### config.mk
export PLATFORM = sky130hd
export DESIGN_NAME = rf_write_sched_flat
export DESIGN_NICKNAME = d
export VERILOG_FILES = /design/src/rtl/rf_sched_pkg.sv /design/src/rtl/rf_write_sched_if.sv /design/src/rtl/rf_sched_arb.sv /design/src/rtl/rf_write_sched.sv /design/src/flat_wrapper.sv
export SDC_FILE = /design/constraint.sdc
export NUM_CORES = 1
export LEC_CHECK = 0
export ABC_CLOCK_PERIOD_IN_PS = 1600
export BUFFER_PORTS_ARGS = -buffer_cell sky130_fd_sc_hd__buf_2
export CAP_MARGIN = 10
export CORE_MARGIN = 1.5
export CORE_UTILIZATION = 47
export CTS_CLUSTER_SIZE = 28
export DETAILED_ROUTE_END_ITERATION = 7
export GPL_TIMING_DRIVEN = 0
export PLACE_DENSITY = 0.84
export REMOVE_ABC_BUFFERS = 1
export SLEW_MARGIN = 30
export SYNTH_ARGS = -nofsm -noshare
export SYNTH_HDL_FRONTEND = slang
export SYNTH_SLANG_ARGS = --single-unit
### constraint.sdc
create_clock -name Clk -period 1.6 [get_ports Clk]
set_clock_uncertainty 0.15 [all_clocks]
set_input_delay 0.32 -clock Clk [delete_from_list [all_inputs] [get_ports Clk]]
set_output_delay 0.32 -clock Clk [all_outputs]
set_load 0.01 [all_outputs]
### src/rtl/rf_sched_pkg.sv
// Shared types and default sizes for the register-file write-port scheduler.
package rf_sched_pkg;

    localparam int NUM_REGS_DEF = 16;
    localparam int DW_DEF       = 8;
    localparam int TW_DEF       = 10;
    localparam int NUM_REQ      = 3;

    typedef enum logic {
        INIT,
        ARB
    } sched_state_t;

    // Values double as bit positions in the valid/grant vectors.
    typedef enum logic [1:0] {
        REQ_BR  = 2'd0,
        REQ_ACC = 2'd1,
        REQ_GEN = 2'd2
    } req_id_t;

endpackage

### src/rtl/rf_write_sched_if.sv
// Producer handshakes plus register-file write strobes for rf_write_sched.
interface rf_write_sched_if #(
    parameter int NUM_REGS = 16,
    parameter int DW       = 8,
    parameter int TW       = 10
);
    localparam int AW = $clog2(NUM_REGS);

    logic          AccValid;
    logic [DW-1:0] AccData;
    logic          AccReady;
    logic          GenValid;
    logic [AW-1:0] GenAddr;
    logic [DW-1:0] GenData;
    logic          GenReady;
    logic          BrValid;
    logic [TW-1:0] BrTarget;
    logic          BrReady;
    logic          WriteR0;
    logic          GenRegWrite;
    logic          LUTsignal;
    logic [AW-1:0] WAddr;
    logic [DW-1:0] DataIn;
    logic [TW-1:0] Target;
    logic          InitDone;

    modport slave (
        input  AccValid, AccData, GenValid, GenAddr, GenData, BrValid, BrTarget,
        output AccReady, GenReady, BrReady,
        output WriteR0, GenRegWrite, LUTsignal, WAddr, DataIn, Target, InitDone
    );

    modport master (
        output AccValid, AccData, GenValid, GenAddr, GenData, BrValid, BrTarget,
        input  AccReady, GenReady, BrReady,
        input  WriteR0, GenRegWrite, LUTsignal, WAddr, DataIn, Target, InitDone
    );

endinterface

### src/rtl/rf_sched_arb.sv
// Three-way combinational grant; round-robin when RF_WRITE_SCHED_RR_EN is defined,
// otherwise fixed BR > ACC > GEN.
module rf_sched_arb
    import rf_sched_pkg::*;
(
    input  logic               en,
    input  logic [NUM_REQ-1:0] valid,
`ifdef RF_WRITE_SCHED_RR_EN
    input  req_id_t            ptr,
`endif
    output logic [NUM_REQ-1:0] grant
);

`ifdef RF_WRITE_SCHED_RR_EN
    logic found;
    int   idx;

    // Search starts just after the last winner, so it becomes lowest priority.
    always_comb begin
        grant = '0;
        found = 1'b0;
        idx   = 0;
        for (int i = 1; i <= NUM_REQ; i++) begin
            idx = (int'(ptr) + i) % NUM_REQ;
            if (en && !found && valid[idx]) begin
                grant[idx] = 1'b1;
                found      = 1'b1;
            end
        end
    end
`else
    always_comb begin
        grant = '0;
        if (en) begin
            if (valid[REQ_BR])       grant[REQ_BR]  = 1'b1;
            else if (valid[REQ_ACC]) grant[REQ_ACC] = 1'b1;
            else if (valid[REQ_GEN]) grant[REQ_GEN] = 1'b1;
        end
    end
`endif

endmodule

### src/rtl/rf_write_sched.sv
// Register-file write-port scheduler: post-reset clear sweep, then one producer
// write per cycle. Define RF_WRITE_SCHED_RR_EN for round-robin arbitration.
module rf_write_sched
    import rf_sched_pkg::*;
#(
    parameter int NUM_REGS   = NUM_REGS_DEF,
    parameter int DW         = DW_DEF,
    parameter int TW         = TW_DEF,
    parameter bit INIT_CLEAR = 1'b1
) (
    input  logic             Clk,
    input  logic             Reset,
    rf_write_sched_if.slave  bus
);

    localparam int AW = $clog2(NUM_REGS);
    localparam int CW = $clog2(NUM_REGS + 1);
    localparam logic [CW-1:0] SWEEP_LAST = CW'(NUM_REGS);

    sched_state_t       state_q, state_d;
    logic [CW-1:0]      cnt_q, cnt_d;
    logic               wr0_q, wr0_d;
    logic               gen_q, gen_d;
    logic               lut_q, lut_d;
    logic [AW-1:0]      waddr_q, waddr_d;
    logic [DW-1:0]      data_q, data_d;
    logic [TW-1:0]      target_q, target_d;
    logic               init_done_q, init_done_d;
    logic [NUM_REQ-1:0] valid, grant;

    assign valid = {bus.GenValid, bus.AccValid, bus.BrValid};

`ifdef RF_WRITE_SCHED_RR_EN
    req_id_t ptr_q, ptr_d;

    rf_sched_arb u_arb (
        .en    (state_q == ARB),
        .valid (valid),
        .ptr   (ptr_q),
        .grant (grant)
    );

    always_comb begin
        ptr_d = ptr_q;
        if (grant[REQ_BR])       ptr_d = REQ_BR;
        else if (grant[REQ_ACC]) ptr_d = REQ_ACC;
        else if (grant[REQ_GEN]) ptr_d = REQ_GEN;
    end

    always_ff @(posedge Clk) begin
        if (Reset) ptr_q <= REQ_BR;
        else       ptr_q <= ptr_d;
    end
`else
    rf_sched_arb u_arb (
        .en    (state_q == ARB),
        .valid (valid),
        .grant (grant)
    );
`endif

    assign bus.BrReady  = grant[REQ_BR];
    assign bus.AccReady = grant[REQ_ACC];
    assign bus.GenReady = grant[REQ_GEN];

    always_comb begin
        state_d     = state_q;
        cnt_d       = cnt_q;
        wr0_d       = 1'b0;
        gen_d       = 1'b0;
        lut_d       = 1'b0;
        waddr_d     = waddr_q;
        data_d      = data_q;
        target_d    = target_q;
        init_done_d = init_done_q;
        case (state_q)
            INIT: begin
                cnt_d = cnt_q + 1'b1;
                if (cnt_q == '0) begin
                    wr0_d   = 1'b1;
                    waddr_d = '0;
                    data_d  = '0;
                end else if (cnt_q < SWEEP_LAST) begin
                    gen_d   = 1'b1;
                    waddr_d = cnt_q[AW-1:0];
                    data_d  = '0;
                end else begin
                    lut_d       = 1'b1;
                    target_d    = '0;
                    state_d     = ARB;
                    init_done_d = 1'b1;
                end
            end
            ARB: begin
                if (grant[REQ_BR]) begin
                    lut_d    = 1'b1;
                    target_d = bus.BrTarget;
                end else if (grant[REQ_ACC]) begin
                    wr0_d   = 1'b1;
                    waddr_d = '0;
                    data_d  = bus.AccData;
                end else if (grant[REQ_GEN]) begin
                    // R0 is only ever written through the WriteR0 strobe.
                    if (bus.GenAddr == '0) wr0_d = 1'b1;
                    else                   gen_d = 1'b1;
                    waddr_d = bus.GenAddr;
                    data_d  = bus.GenData;
                end
            end
            default: state_d = INIT;
        endcase
    end

    always_ff @(posedge Clk) begin
        if (Reset) begin
            state_q     <= INIT_CLEAR ? INIT : ARB;
            init_done_q <= !INIT_CLEAR;
            cnt_q       <= '0;
            wr0_q       <= 1'b0;
            gen_q       <= 1'b0;
            lut_q       <= 1'b0;
            waddr_q     <= '0;
            data_q      <= '0;
            target_q    <= '0;
        end else begin
            state_q     <= state_d;
            init_done_q <= init_done_d;
            cnt_q       <= cnt_d;
            wr0_q       <= wr0_d;
            gen_q       <= gen_d;
            lut_q       <= lut_d;
            waddr_q     <= waddr_d;
            data_q      <= data_d;
            target_q    <= target_d;
        end
    end

    assign bus.WriteR0     = wr0_q;
    assign bus.GenRegWrite = gen_q;
    assign bus.LUTsignal   = lut_q;
    assign bus.WAddr       = waddr_q;
    assign bus.DataIn      = data_q;
    assign bus.Target      = target_q;
    assign bus.InitDone    = init_done_q;

endmodule

### src/flat_wrapper.sv
// flat-port wrapper written by rule: the top's interface ports become plain ports
module rf_write_sched_flat import rf_sched_pkg::*;
#(
    parameter int NUM_REGS   = NUM_REGS_DEF,
    parameter int DW         = DW_DEF,
    parameter int TW         = TW_DEF,
    parameter bit INIT_CLEAR = 1'b1
)
  (Clk, Reset, bus_AccValid, bus_AccData, bus_GenValid, bus_GenAddr, bus_GenData, bus_BrValid, bus_BrTarget, bus_AccReady, bus_GenReady, bus_BrReady, bus_WriteR0, bus_GenRegWrite, bus_LUTsignal, bus_WAddr, bus_DataIn, bus_Target, bus_InitDone);
  rf_write_sched_if #(.NUM_REGS(NUM_REGS), .DW(DW), .TW(TW)) bus_i ();
  input  logic Clk;
  input  logic Reset;
  input wire logic [$bits(bus_i.AccValid)-1:0] bus_AccValid;
  input wire logic [$bits(bus_i.AccData)-1:0] bus_AccData;
  input wire logic [$bits(bus_i.GenValid)-1:0] bus_GenValid;
  input wire logic [$bits(bus_i.GenAddr)-1:0] bus_GenAddr;
  input wire logic [$bits(bus_i.GenData)-1:0] bus_GenData;
  input wire logic [$bits(bus_i.BrValid)-1:0] bus_BrValid;
  input wire logic [$bits(bus_i.BrTarget)-1:0] bus_BrTarget;
  output wire logic [$bits(bus_i.AccReady)-1:0] bus_AccReady;
  output wire logic [$bits(bus_i.GenReady)-1:0] bus_GenReady;
  output wire logic [$bits(bus_i.BrReady)-1:0] bus_BrReady;
  output wire logic [$bits(bus_i.WriteR0)-1:0] bus_WriteR0;
  output wire logic [$bits(bus_i.GenRegWrite)-1:0] bus_GenRegWrite;
  output wire logic [$bits(bus_i.LUTsignal)-1:0] bus_LUTsignal;
  output wire logic [$bits(bus_i.WAddr)-1:0] bus_WAddr;
  output wire logic [$bits(bus_i.DataIn)-1:0] bus_DataIn;
  output wire logic [$bits(bus_i.Target)-1:0] bus_Target;
  output wire logic [$bits(bus_i.InitDone)-1:0] bus_InitDone;
  assign bus_i.AccValid = bus_AccValid;
  assign bus_i.AccData = bus_AccData;
  assign bus_i.GenValid = bus_GenValid;
  assign bus_i.GenAddr = bus_GenAddr;
  assign bus_i.GenData = bus_GenData;
  assign bus_i.BrValid = bus_BrValid;
  assign bus_i.BrTarget = bus_BrTarget;
  assign bus_AccReady = bus_i.AccReady;
  assign bus_GenReady = bus_i.GenReady;
  assign bus_BrReady = bus_i.BrReady;
  assign bus_WriteR0 = bus_i.WriteR0;
  assign bus_GenRegWrite = bus_i.GenRegWrite;
  assign bus_LUTsignal = bus_i.LUTsignal;
  assign bus_WAddr = bus_i.WAddr;
  assign bus_DataIn = bus_i.DataIn;
  assign bus_Target = bus_i.Target;
  assign bus_InitDone = bus_i.InitDone;
  rf_write_sched #(.NUM_REGS(NUM_REGS), .DW(DW), .TW(TW), .INIT_CLEAR(INIT_CLEAR)) u_core (.Clk(Clk), .Reset(Reset), .bus(bus_i));
endmodule
; After elaboration in Yosys (flattened, before gate mapping)
; Index checks and enable logic that the tools add are counted.
[totals]
ff_bits = 32
latch_bits = 0
mem_bits_rw = 0
rom_bits = 0
inputBits = 35
out_inout_bits = 29
memories = 0
[op_classes]
addsub = 1
n_mul = 0
div = 0
order_cmp = 1
eq_ne = 6
shifts = 0
muxes = 40
n_bitwise = 3
n_reduce_logical = 5
[op_table]
columns = operator, count
row1 = two-way mux 8 bit, 5
row2 = two-way mux 10 bit, 3
row3 = two-way mux 4 bit, 5
row4 = case mux 10 bit (2 select lines), 1
row5 = two-way mux 1 bit, 19
row6 = case mux 8 bit (2 select lines), 1
row7 = AND reduction 3 bit, 3
row8 = "inequality test 2 bit, second input constant", 4
row9 = case mux 4 bit (2 select lines), 1
row10 = case mux 1 bit (2 select lines), 3
row11 = "adder 5 x 1 -> 5 bit, second input constant", 1
row12 = zero test 5 bit, 1
row13 = "< comparator 5 bit, second input constant", 1
row14 = zero test 4 bit, 1
row15 = two-way mux 3 bit, 1
row16 = "inequality test 3 x 1 -> 1 bit, second input constant", 1
row17 = "inequality test 3 bit, second input constant", 1
row18 = inverter 1 bit, 3
row19 = two-way mux 2 bit, 1

; Depth between registers and ports, before layout
; Gate-level depths: netlist of run 1.
[depth]
ltp_word = 8
ltp_mapped = 5

; By module
; A second synthesis of run 1 with hierarchy kept.
[unflattened]
hier_cells = 163
hier_area_um2 = 1556.5
[by_module_without_submodules]
columns = mod, n_inst, cells_each, area_each_um2, seq_area_each_um2
row1 = rf_write_sched, 1, 160, 1527.7, 640.6
row2 = rf_sched_arb, 1, 3, 28.8, 0.0

; Least setup slack after synthesis of run 1
; Ideal clock, no wire load.
[synth_timing]
path_kind = register to output
startpoint = reg u_core.state_q
endpoint = out bus_BrReady
arrival_time_ps = 999
setup_slack_ps = 131
stages_incl_launch_ff = 5
cell_sequence = dfxtp_1 -> buf_4 -> buf_2 -> buf_2 -> and2_1
[synth_via]
elab_chain_cells = 1
[synth_lines]
columns = element, line
row1 = start: declaration, rf_write_sched.sv:20  ; sched_state_t state_q, state_d;
row2 = start signal: assignment, rf_write_sched.sv:116  ; state_q <= INIT_CLEAR ? INIT : ARB;
row3 = start signal: assignment, rf_write_sched.sv:126  ; state_q <= state_d;
row4 = two-way mux 3 bit, rf_sched_arb.sv:34  ; if (en) begin
row5 = end: declaration, flat_wrapper.sv:22  ; output wire logic [$bits(bus_i.BrReady)-1:0] bus_BrReady;
; Every way passes these cells.

; Final worst setup path of run 1
[layout_timing]
startpoint = reg u_core.state_q
endpoint = out bus_GenReady
[layout_via]
elab_chain_cells = 1
[layout_lines]
columns = element, line
row1 = two-way mux 3 bit, rf_sched_arb.sv:34
row2 = end: declaration, flat_wrapper.sv:21  ; output wire logic [$bits(bus_i.GenReady)-1:0] bus_GenReady;
; Every way passes these cells.

==> results.py, run 1 <==
metrics = {
    "sta": {
        "worst_slew_pin_slew_ns": 0.766,
        "setup_viol": 0,
        "finalHoldWorstSlack_ns": 0.105,
        "final.setup.tns_ns": 0,
        "finalMaxSlewViolations": 0,
        "clock.fmax_mhz": 636,
        "rsz0062_at_grt": "yes",
        "fin_crit_ns": 1.57,
        "slew_headroom": 0.484,
        "hold_viol": 0,
        "min_period_over_period": 0.983,
    },
    "synthesis": {
        "ys_ff_latch": 32,
        "async_flop_share": 0,
        "synth_edf_count": 0,
        "syn_inst": 154,
        "avgSynthCellArea_um2": 10.1,
        "synth_flop_cell": "dfxtp_1",
        "synth_area_mm2": 0.00155,
        "ys_seq_area_frac": 0.412,
        "synth_warnings": 0,
        "yosys.cell_types.count": 34,
    },
    "die": {
        "dieArea_mm2": 0.00366,
        "fp.dieW_um": 60.5,
        "core_area_mm2": 0.00310,
        "die_h_um": 60.5,
        "ioPinCount": 64,
        "rows": 20,
        "start_util": 0.501,
    },
    "critical_path": {
        "required_ns": 1.13,
        "timing.rr.end": "u_core.bus.WriteR0$_SDFF_PP0_",
        "cp_top_family": "flip-flops",
        "slowest_stage": "dfxtp_4",
        "r2r-start": "u_core.cnt_q[0]$_SDFFE_PP0N_",
        "rrSetupSlack_ns": 0.03,
        "arrival_ns": 1.10,
        "critical_path.cell_chain": "nor4bb_4 -> buf_2",
        "r2r_cells": 5,
        "cp-start-kind": "flip-flop",
        "crit_path_max_incr_delay_ns": 0.38,
        "critical_path_class": "flip-flop to output port",
        "critPathMaxFanout": 4,
        "crit_path_end_kind": "output port",
        "cp_num_buf_inv": 1,
    },
    "grt": {
        "track_usage": 0.205,
        "grt_pass1_wl_um": 5380,
        "met2_usage": 0.346,
        "globalRouteMet1Util": 0.210,
        "grtUsageMet3": 0.0874,
        "grt_pass1_vias": 1238,
        "grt_antenna_before_repair": 0,
        "grt_overflow": 0,
        "busiest_layer": "met2",
        "grt_max_degree": 27,
    },
    "clocking": {
        "htreeDepth": 2,
        "clk_pin_slew_ns": 0.09,
        "cts.path.max_buffers": 2,
        "cts_made_buffers": 5,
        "clock-sinks": 32,
        "ctsHoldBuffers": 0,
        "insertion_delay_ns": 0.34,
        "root_buffer": "clkbuf_4",
        "cts_tree": "done",
    },
    "cells_and_area": {
        "drive_above_1_share": 0.527,
        "final_nets": 260,
        "regArea_um2": 652,
        "layout.cells.non_filler": 268,
        "antenna_cells": 0,
        "final_core_util": 0.673,
        "multi_input_area_um2": 915,
        "area_delta_synth_final_pct": 34.5,
        "fill_cells": 281,
    },
    "power_and_ir_drop": {
        "ir_drop_uv": 431,
        "p_per_area_mw_per_mm2": 721,
        "p_leak_nw": 1.00,
        "fin_total_pwr_mw": 1.51,
    },
    "route": {
        "drc": 0,
        "vias": 1410,
        "wl_per_cell_um": 13.7,
        "drt_iter0_markers": 37,
        "drtPass1Iterations": 4,
        "routed_wl_um": 3660,
        "ant_nets": 0,
        "viasPerCell": 5.26,
    },
    "hold_path": {
        "min_to": "u_core.bus.DataIn[7]$_SDFFE_PP0P_",
        "hp-class": "primary input to flip-flop",
        "min-delay-start": "bus_AccData[7]",
        "min_path_cells": 3,
    },
    "placed_design": {
        "dp.cells": 250,
        "gp_congestion": 0.846,
        "place_hpwl_um": 2390,
        "port-buffer-count": 63,
    },
    "run_status": {
        "status": "complete, no violations",
    },
    "run": {
        "drv_cap": 0,
    },
}
report_power, final:
part / internal, mW / total [mW] / switching, mW
Sequential: 0.811 / 0.822 / 0.0114
Combinational: 0.115 / 0.208 / 0.0931
Clock: 0.217 / 0.477 / 0.260
cell families after synthesis:
family | share of synthesized area
adder cells (fa/ha/maj) | 0.0161
AND/OR/NAND/NOR | 0.169
AO/OA/AOI/OAI | 0.190
XOR/XNOR | 0.0225
flip-flops | 0.412
multiplexers | 0.138
buffers and inverters | 0.0523
cell type report:
type | count | share of cell area
clock buffer | 8 | 0.0281
inverter | 4 | 0.00719
multi-input combinational | 107 | 0.438
sequential | 32 | 0.312
tap | 44 | 0.0263
timing repair buffer | 73 | 0.189
state kept, by name (all words and copies together) (netlist names):
name / flops
u_core.bus.DataIn: 8
u_core.bus.WAddr: 4
u_core.cnt_q: 5
u_core.bus.Target: 10
u_core.bus.LUTsignal: 1
u_core.state_q: 1
u_core.bus.GenRegWrite: 1
u_core.bus.InitDone: 1
u_core.bus.WriteR0: 1
synth_stat cells (2+ instances only):
master	n	share of area
mux2i_1	9	0.058
or3_1	2	0.0081
nor2_1	22	0.053
xor2_1	3	0.017
mux2_2	11	0.080
inv_1	4	0.0097
buf_2	5	0.016
clkbuf_1	3	0.0072
nand3_1	2	0.0064
buf_6	2	0.014
nand4b_1	2	0.011
a31oi_1	2	0.0081
a21oi_1	5	0.016
a22oi_1	10	0.048
nor2b_1	5	0.020
ha_1	2	0.016
a221oi_1	4	0.023
and2_1	3	0.012
o21ai_0	2	0.0064
o2bb2ai_2	8	0.077
nand2b_1	4	0.016
dfxtp_1	32	0.41
layer usage:
layer	share of wire	vias to the layer above
li1	-	696
met1	0.41	640
met2	0.48	64
met3	0.081	10
met4	0.029	0
met5	0	-
cells in the final DEF (no fill, tap or decap), types with 3 or more instances in the layout:
master	netlist	layout
nor2_1	22	22
mux2_2	11	11
xor2_1	3	3
nand2b_1	4	3
o2bb2ai_2	8	8
clkbuf_4	0	5
a21oi_1	5	5
and2_1	3	3
dfxtp_1	32	29
a221oi_2	0	3
mux2i_1	9	9
dfxtp_4	0	3
buf_4	1	9
buf_2	5	63
nor2b_1	5	4
a22oi_1	10	10
worst reg2reg max path, cell delays in order (launching register included):
cell and delay [ns]:
dfxtp_4 0.37, inv_2 0.07, ha_4 0.12, or3b_4 0.38, or3_4 0.33, o31ai_2 0.06
worst max-delay path by stage:
| stage | startpoint | end | slack [ns] | cells past startpoint |
|---|---|---|---|---|
| floorplan | u_core.state_q$_SDFF_PP0_ | u_core.bus.DataIn[0]$_SDFFE_PP0P_ | -0.18 | 3 |
| global placement | u_core.state_q$_SDFF_PP0_ | u_core.bus.DataIn[1]$_SDFFE_PP0P_ | -0.44 | 3 |
| detailed placement | u_core.state_q$_SDFF_PP0_ | u_core.bus.DataIn[0]$_SDFFE_PP0P_ | -0.47 | 3 |
| CTS | u_core.state_q$_SDFF_PP0_ | bus_AccReady | -0.001 | 3 |
| global route | u_core.state_q$_SDFF_PP0_ | bus_GenReady | -0.03 | 2 |
| finish | u_core.state_q$_SDFF_PP0_ | bus_GenReady | 0.03 | 2 |
through the flow:
| step | area [um^2] | worst slack [ns] |
|---|---|---|
| 4_1_cts | 1990 | -0.00138 |
| 3_5_place_dp | 1860 | -0.466 |
| 6_report | 2090 | 0.0272 |
| 2_1_floorplan | 1490 | -0.177 |
| 5_1_grt | 2090 | -0.0315 |
| 3_3_place_gp | 1860 | -0.436 |
timing repair:
action	CTS	global route
setup endpoints to repair	33	15
buffers inserted	6	4
cloned	0	0
pin swaps	1	3
endpoints found under the hold margin	0	0
gates resized for setup	9	17
(Power assumes the default switching activity.)
==> run 2: changes to the inputs <==
--- a/config.mk
+++ b/config.mk
@@ -13,7 +13,7 @@
 export CTS_CLUSTER_SIZE = 28
 export DETAILED_ROUTE_END_ITERATION = 7
 export GPL_TIMING_DRIVEN = 0
-export PLACE_DENSITY = 0.84
+export PLACE_DENSITY = 0.83
 export REMOVE_ABC_BUFFERS = 1
 export SLEW_MARGIN = 30
 export SYNTH_ARGS = -nofsm -noshare
==> constraint.sdc (replaced) <==
create_clock -name Clk -period 1.6 [get_ports Clk]
set_clock_uncertainty 0.15 [all_clocks]
set_input_delay 0.16 -clock Clk [delete_from_list [all_inputs] [get_ports Clk]]
set_output_delay 0.16 -clock Clk [all_outputs]
set_load 0.01 [all_outputs]
==> results.py, run 2 (synthesized netlist as in run 1, its figures left out) <==
metrics = {
    "route": {
        "wl_per_cell_um": 13.2,
        "ant_nets": 0,
        "viasPerCell": 5.11,
        "vias": 1426,
        "routed_wl_um": 3690,
        "drt_iter0_markers": 62,
        "drc": 0,
        "drtPass1Iterations": 4,
    },
    "critical_path": {
        "cp_top_family": "simple AND/OR/NAND/NOR gates",
        "required_ns": 1.70,
        "slowest_stage": "dfxtp_4",
        "critical_path.cell_chain": "inv_4 -> ha_4 -> or3b_4 -> or3_4 -> o31ai_2",
        "crit_path_max_incr_delay_ns": 0.38,
        "crit_path_end_kind": "flip-flop",
        "arrival_ns": 1.69,
        "rrSetupSlack_ns": 0.009,
        "critical_path_class": "flip-flop to flip-flop",
        "cp-start-kind": "flip-flop",
        "critPathMaxFanout": 4,
        "cp_num_buf_inv": 1,
    },
    "clocking": {
        "insertion_delay_ns": 0.34,
        "cts.path.max_buffers": 2,
        "htreeDepth": 2,
        "clock-sinks": 32,
        "root_buffer": "clkbuf_4",
        "clk_pin_slew_ns": 0.11,
        "cts_made_buffers": 5,
        "cts_tree": "done",
    },
    "sta": {
        "setup_viol": 0,
        "fin_crit_ns": 1.59,
        "min_period_over_period": 0.994,
        "rsz0062_at_grt": "yes",
        "layout_setup_ws_ns": 0.00913,
        "finalHoldWorstSlack_ns": 0.0418,
        "worst_slew_pin_slew_ns": 0.596,
        "clock.fmax_mhz": 629,
        "hold_viol": 0,
        "slew_headroom": 0.603,
        "finalMaxSlewViolations": 0,
    },
    "placed_design": {
        "place_hpwl_um": 2290,
        "port-buffer-count": 63,
        "pre_cts_ws_ns": -0.471,
        "dp.cells": 250,
        "gp_congestion": 0.813,
    },
    "power_and_ir_drop": {
        "p_sw_mw": 0.382,
        "p_int_mw": 1.36,
        "ir_drop_uv": 503,
        "p_per_area_mw_per_mm2": 789,
        "fin_total_pwr_mw": 1.74,
        "clockPowerShare": 0.395,
        "power_frac_seq": 0.472,
        "pwr-share-comb": 0.134,
        "switching_share": 0.219,
        "p_leak_nw": 1.07,
    },
    "cells_and_area": {
        "antenna_cells": 0,
        "final_nets": 271,
        "layout_common_cells": "63 x buf_2, 29 x dfxtp_1, 22 x nor2_1",
        "largest_reg_flops": 10,
        "drive_above_1_share": 0.460,
        "fill_cells": 242,
        "layout.cells.non_filler": 279,
        "final_core_util": 0.713,
        "area_delta_synth_final_pct": 42.4,
        "layout_commonest_cell": "buf_2",
    },
    "run": {
        "drv_cap": 0,
    },
    "grt": {
        "grt_overflow": 0,
        "grt_antenna_before_repair": 0,
        "grt_max_degree": 27,
        "grt_pass1_wl_um": 5690,
        "grt_pass1_vias": 1323,
        "track_usage": 0.211,
    },
    "die": {
        "dieArea_mm2": 0.00366,
        "rows": 20,
        "fp.dieW_um": 60.5,
        "start_util": 0.501,
        "ioPinCount": 64,
        "die_h_um": 60.5,
        "core_area_mm2": 0.00310,
    },
    "run_status": {
        "status": "complete, no violations",
    },
    "hold_path": {
        "hp-class": "primary input to flip-flop",
    },
}
run 2: timing repair:
item,4_1_cts,5_1_grt
gates resized for setup,5,13
pin swaps,0,2
setup endpoints to repair,33,6
setup buffers,1,4
endpoints found under the hold margin,8,0
hold buffers,16,0
run 2: power by group through the flow:
stage / Clock [mW] / Sequential, mW / Combinational, mW
detailed placement: 0 / 0.843 / 0.164
CTS: 0.698 / 0.824 / 0.195
floorplan: 0 / 0.846 / 0.0795
global route: 0.736 / 0.825 / 0.255
finish: 0.689 / 0.823 / 0.233
global placement: 0 / 0.843 / 0.160
run 2: metrics by stage:
step | TNS (ns) | area (um^2)
2_1_floorplan | -1.74 | 1490
3_3_place_gp | -8.34 | 1860
3_5_place_dp | -9.64 | 1860
4_1_cts | 0 | 2130
5_1_grt | -0.0229 | 2210
6_report | 0 | 2210
run 2: cell type report:
cell class | instances | area (um^2) | share of cell area
Tap cell | 44 | 55.1 | 0.0249
Timing Repair Buffer | 84 | 513 | 0.232
Clock inverter | 1 | 30.0 | 0.0136
Clock buffer | 7 | 65.1 | 0.0294
Sequential cell | 32 | 652 | 0.295
Multi-Input combinational cell | 107 | 880 | 0.398
Inverter | 4 | 17.5 | 0.00792
run 2: worst min-delay path, stage by stage:
cell and delay, ns:
buf_2 0.07, mux2_2 0.13, a22oi_1 0.05, nor2_1 0.08
run 2: path summary, 6_finish.rpt:
check | start | to | depth (start not counted)
max | u_core.cnt_q[1]$_SDFFE_PP0N_ | u_core.bus.WriteR0$_SDFF_PP0_ | 5
min | bus_BrTarget[0] | u_core.bus.Target[0]$_SDFFE_PP0P_ | 4
max reg2reg | u_core.cnt_q[1]$_SDFFE_PP0N_ | u_core.bus.WriteR0$_SDFF_PP0_ | 5
min reg2reg | u_core.bus.DataIn[4]$_SDFFE_PP0P_ | u_core.bus.DataIn[4]$_SDFFE_PP0P_ | 1
run 2: per-layer routing:
layer	vias up	track usage	part of all wire
met5	-	0	0
met4	0	0.0963	0.018
met3	9	0.0640	0.073
met2	58	0.376	0.49
met1	644	0.229	0.42
li1	715	-	-
==> run 3: changes to the inputs <==
--- a/config.mk
+++ b/config.mk
@@ -5,6 +5,7 @@
 export SDC_FILE = /design/constraint.sdc
 export NUM_CORES = 1
 export LEC_CHECK = 0
+export ABC_AREA = 1
 export ABC_CLOCK_PERIOD_IN_PS = 1600
 export BUFFER_PORTS_ARGS = -buffer_cell sky130_fd_sc_hd__buf_2
 export CAP_MARGIN = 10
==> results.py, run 3 <==
metrics = {
    "synthesis": {
        "avgSynthCellArea_um2": 7.47,
        "synth_area_mm2": 0.00156,
        "syn_inst": 209,
        "synth_flop_cell": "dfxtp_1",
        "synth_area_leaders": "dfxtp_1 41%, nand2_1 11%, nand3_1 7.7%",
        "synth_edf_count": 0,
        "synth_top_area_share": 0.411,
        "async_flop_share": 0,
        "yosys.cell_types.count": 23,
        "ys_ff_latch": 32,
        "synth.most_common_cell": "nand2_1",
        "synth_warnings": 0,
        "synthTopCellsByCount": "46 x nand2_1, 32 x dfxtp_1, 24 x nand3_1",
        "ys_seq_area_frac": 0.411,
        "synth_top_area_cell": "dfxtp_1",
    },
    "hold_path": {
        "min-delay-start": "bus_GenData[3]",
        "min_to": "u_core.bus.DataIn[3]$_SDFFE_PP0P_",
        "hp-class": "primary input to flip-flop",
        "min_path_cells": 5,
    },
    "power_and_ir_drop": {
        "p_per_area_mw_per_mm2": 698,
        "p_leak_nw": 0.971,
        "ir_drop_uv": 392,
    },
    "die": {
        "dieArea_mm2": 0.00367,
        "ioPinCount": 64,
        "start_util": 0.503,
        "core_area_mm2": 0.00310,
        "die_h_um": 60.6,
        "fp.dieW_um": 60.6,
        "rows": 20,
    },
    "grt": {
        "grt_max_degree": 25,
        "grt_pass1_vias": 1347,
        "grt_pass1_wl_um": 5770,
        "track_usage": 0.217,
        "grt_antenna_before_repair": 0,
        "grt_overflow": 0,
    },
    "cells_and_area": {
        "layout.cells.non_filler": 329,
        "layout_common_cells": "63 x buf_2, 46 x nand2_1, 31 x dfxtp_1",
        "area_delta_synth_final_pct": 32.7,
        "largest_reg_flops": 10,
        "antenna_cells": 0,
        "fill_cells": 316,
        "drive_above_1_share": 0.368,
        "layout_commonest_cell": "buf_2",
        "final_nets": 321,
    },
    "clocking": {
        "root_buffer": "clkbuf_4",
        "insertion_delay_ns": 0.33,
        "cts_tree": "done",
        "clk_pin_slew_ns": 0.10,
        "cts_made_buffers": 5,
        "clock-sinks": 32,
        "cts.path.max_buffers": 2,
        "htreeDepth": 2,
    },
    "sta": {
        "setup_viol": 0,
        "worst_slew_pin_slew_ns": 0.543,
        "finalHoldWorstSlack_ns": 0.0408,
        "fin_crit_ns": 1.47,
        "hold_viol": 0,
        "clock.fmax_mhz": 679,
        "finalMaxSlewViolations": 0,
        "slew_headroom": 0.638,
        "rsz0062_at_grt": "no",
        "min_period_over_period": 0.921,
    },
    "route": {
        "drtPass1Iterations": 4,
        "routed_wl_um": 3800,
        "ant_nets": 0,
        "vias": 1581,
        "drt_iter0_markers": 107,
        "viasPerCell": 4.81,
        "wl_per_cell_um": 11.5,
        "drc": 0,
    },
    "critical_path": {
        "cp-start-kind": "flip-flop",
        "crit_path_end_kind": "output port",
        "required_ns": 1.29,
        "critical_path.cell_chain": "nand2_1 -> inv_4 -> buf_2",
        "r2r_cells": 6,
        "critical_path_class": "flip-flop to output port",
        "crit_path_max_incr_delay_ns": 0.41,
        "cp_top_family": "flip-flops",
        "timing.rr.end": "u_core.bus.DataIn[6]$_SDFFE_PP0P_",
        "r2r-start": "u_core.state_q$_SDFF_PP0_",
        "critPathMaxFanout": 13,
        "rrSetupSlack_ns": 0.16,
        "cp_num_buf_inv": 2,
        "arrival_ns": 1.16,
        "slowest_stage": "dfxtp_4",
    },
    "placed_design": {
        "port-buffer-count": 63,
        "gp_congestion": 0.844,
        "place_hpwl_um": 2390,
        "dp.cells": 303,
    },
    "run_status": {
        "status": "complete, no violations",
    },
    "run": {
        "drv_cap": 0,
    },
}
## run 3: cell types whose count changed after synthesis, sizes merged, moves of 5 or more
cell     delta
nand2      +56
nand3      +24
a21oi      +19
inv        +12
mux2       -11
a22oi      -10
mux2i       -9
nand4       +9
o2bb2ai     -8
nand2b      -5
nor2b       -5
o21ai       +5
## run 3: where the power goes
| part | total, mW | internal, mW | switching [mW] |
|---|---|---|---|
| Combinational | 0.158 | 0.0739 | 0.0843 |
| Clock | 0.469 | 0.217 | 0.252 |
| Sequential | 0.818 | 0.810 | 0.00743 |
## run 3: per-layer routing
| metal | vias up | GRT usage | wire [um] |
|---|---|---|---|
| met1 | 693 | 0.252 | 1640 |
| met5 | - | 0 | 0 |
| met3 | 2 | 0.0682 | 214 |
| li1 | 833 | - | - |
| met4 | 0 | 0.0932 | 34 |
| met2 | 53 | 0.367 | 1910 |
## run 3: cells by family (layout without fill, tap and decap cells)
family	count (synthesis)	after routing	share of synthesized area
buf+inv	29	104	0.102
flops	32	32	0.411
fa+ha+maj	2	2	0.0160
simple gates	115	115	0.343
compound gates	31	32	0.128
## run 3: worst reg2reg max path, cell delays in order (launching register included)
cell and delay, ns:
dfxtp_4 0.39, nand2_1 0.12, inv_4 0.10, a21oi_4 0.20
buf_4 0.19, nand3_1 0.08, a21oi_1 0.14
## run 3: final cells by class
cell class	instances	area (um^2)	area share
multi-input combinational	149	782	0.378
tap	44	55.1	0.0266
inverter	16	62.6	0.0302
sequential	32	644	0.311
timing repair buffer	80	468	0.226
clock buffer	8	58.8	0.0284
## run 3: metrics by stage
step                  TNS [ns]  utilization  setup slack, ns  instance area [um^2]  power (mW)
global placement        -20.09        0.590           -0.998                  1830       0.974
global route                 0        0.667           0.0270                  2070        1.53
CTS                 -0.0000472        0.653       -0.0000472                  2030        1.46
floorplan                -9.67            -           -0.569                  1460       0.896
finish                       0        0.667            0.127                  2070        1.44
detailed placement      -10.59        0.591           -0.664                  1830       0.977
## run 3: worst max-delay path by stage
| stage | startpoint | end | slack, ns | cells past startpoint |
|---|---|---|---|---|
| after detailed placement | u_core.state_q$_SDFF_PP0_ | u_core.bus.DataIn[7]$_SDFFE_PP0P_ | -0.66 | 5 |
| after floorplan | u_core.state_q$_SDFF_PP0_ | u_core.bus.WAddr[0]$_SDFFE_PP0P_ | -0.57 | 5 |
| final | u_core.state_q$_SDFF_PP0_ | bus_BrReady | 0.13 | 3 |
| after CTS | u_core.state_q$_SDFF_PP0_ | u_core.bus.DataIn[7]$_SDFFE_PP0P_ | -0.00005 | 5 |
| after global routing | u_core.state_q$_SDFF_PP0_ | bus_BrReady | 0.03 | 3 |
| after global placement | u_core.state_q$_SDFF_PP0_ | u_core.bus.WAddr[0]$_SDFFE_PP0P_ | -1.0 | 5 |
## run 3: timing repair
item                                    4_1_cts  5_1_grt
setup buffers                                 1        6
endpoints found under the setup margin       26       14
hold buffers                                 10        0
gates resized for setup                       4        0
cloned                                        1        0
endpoints found under the hold margin        10        0
pin swaps                                     1        0
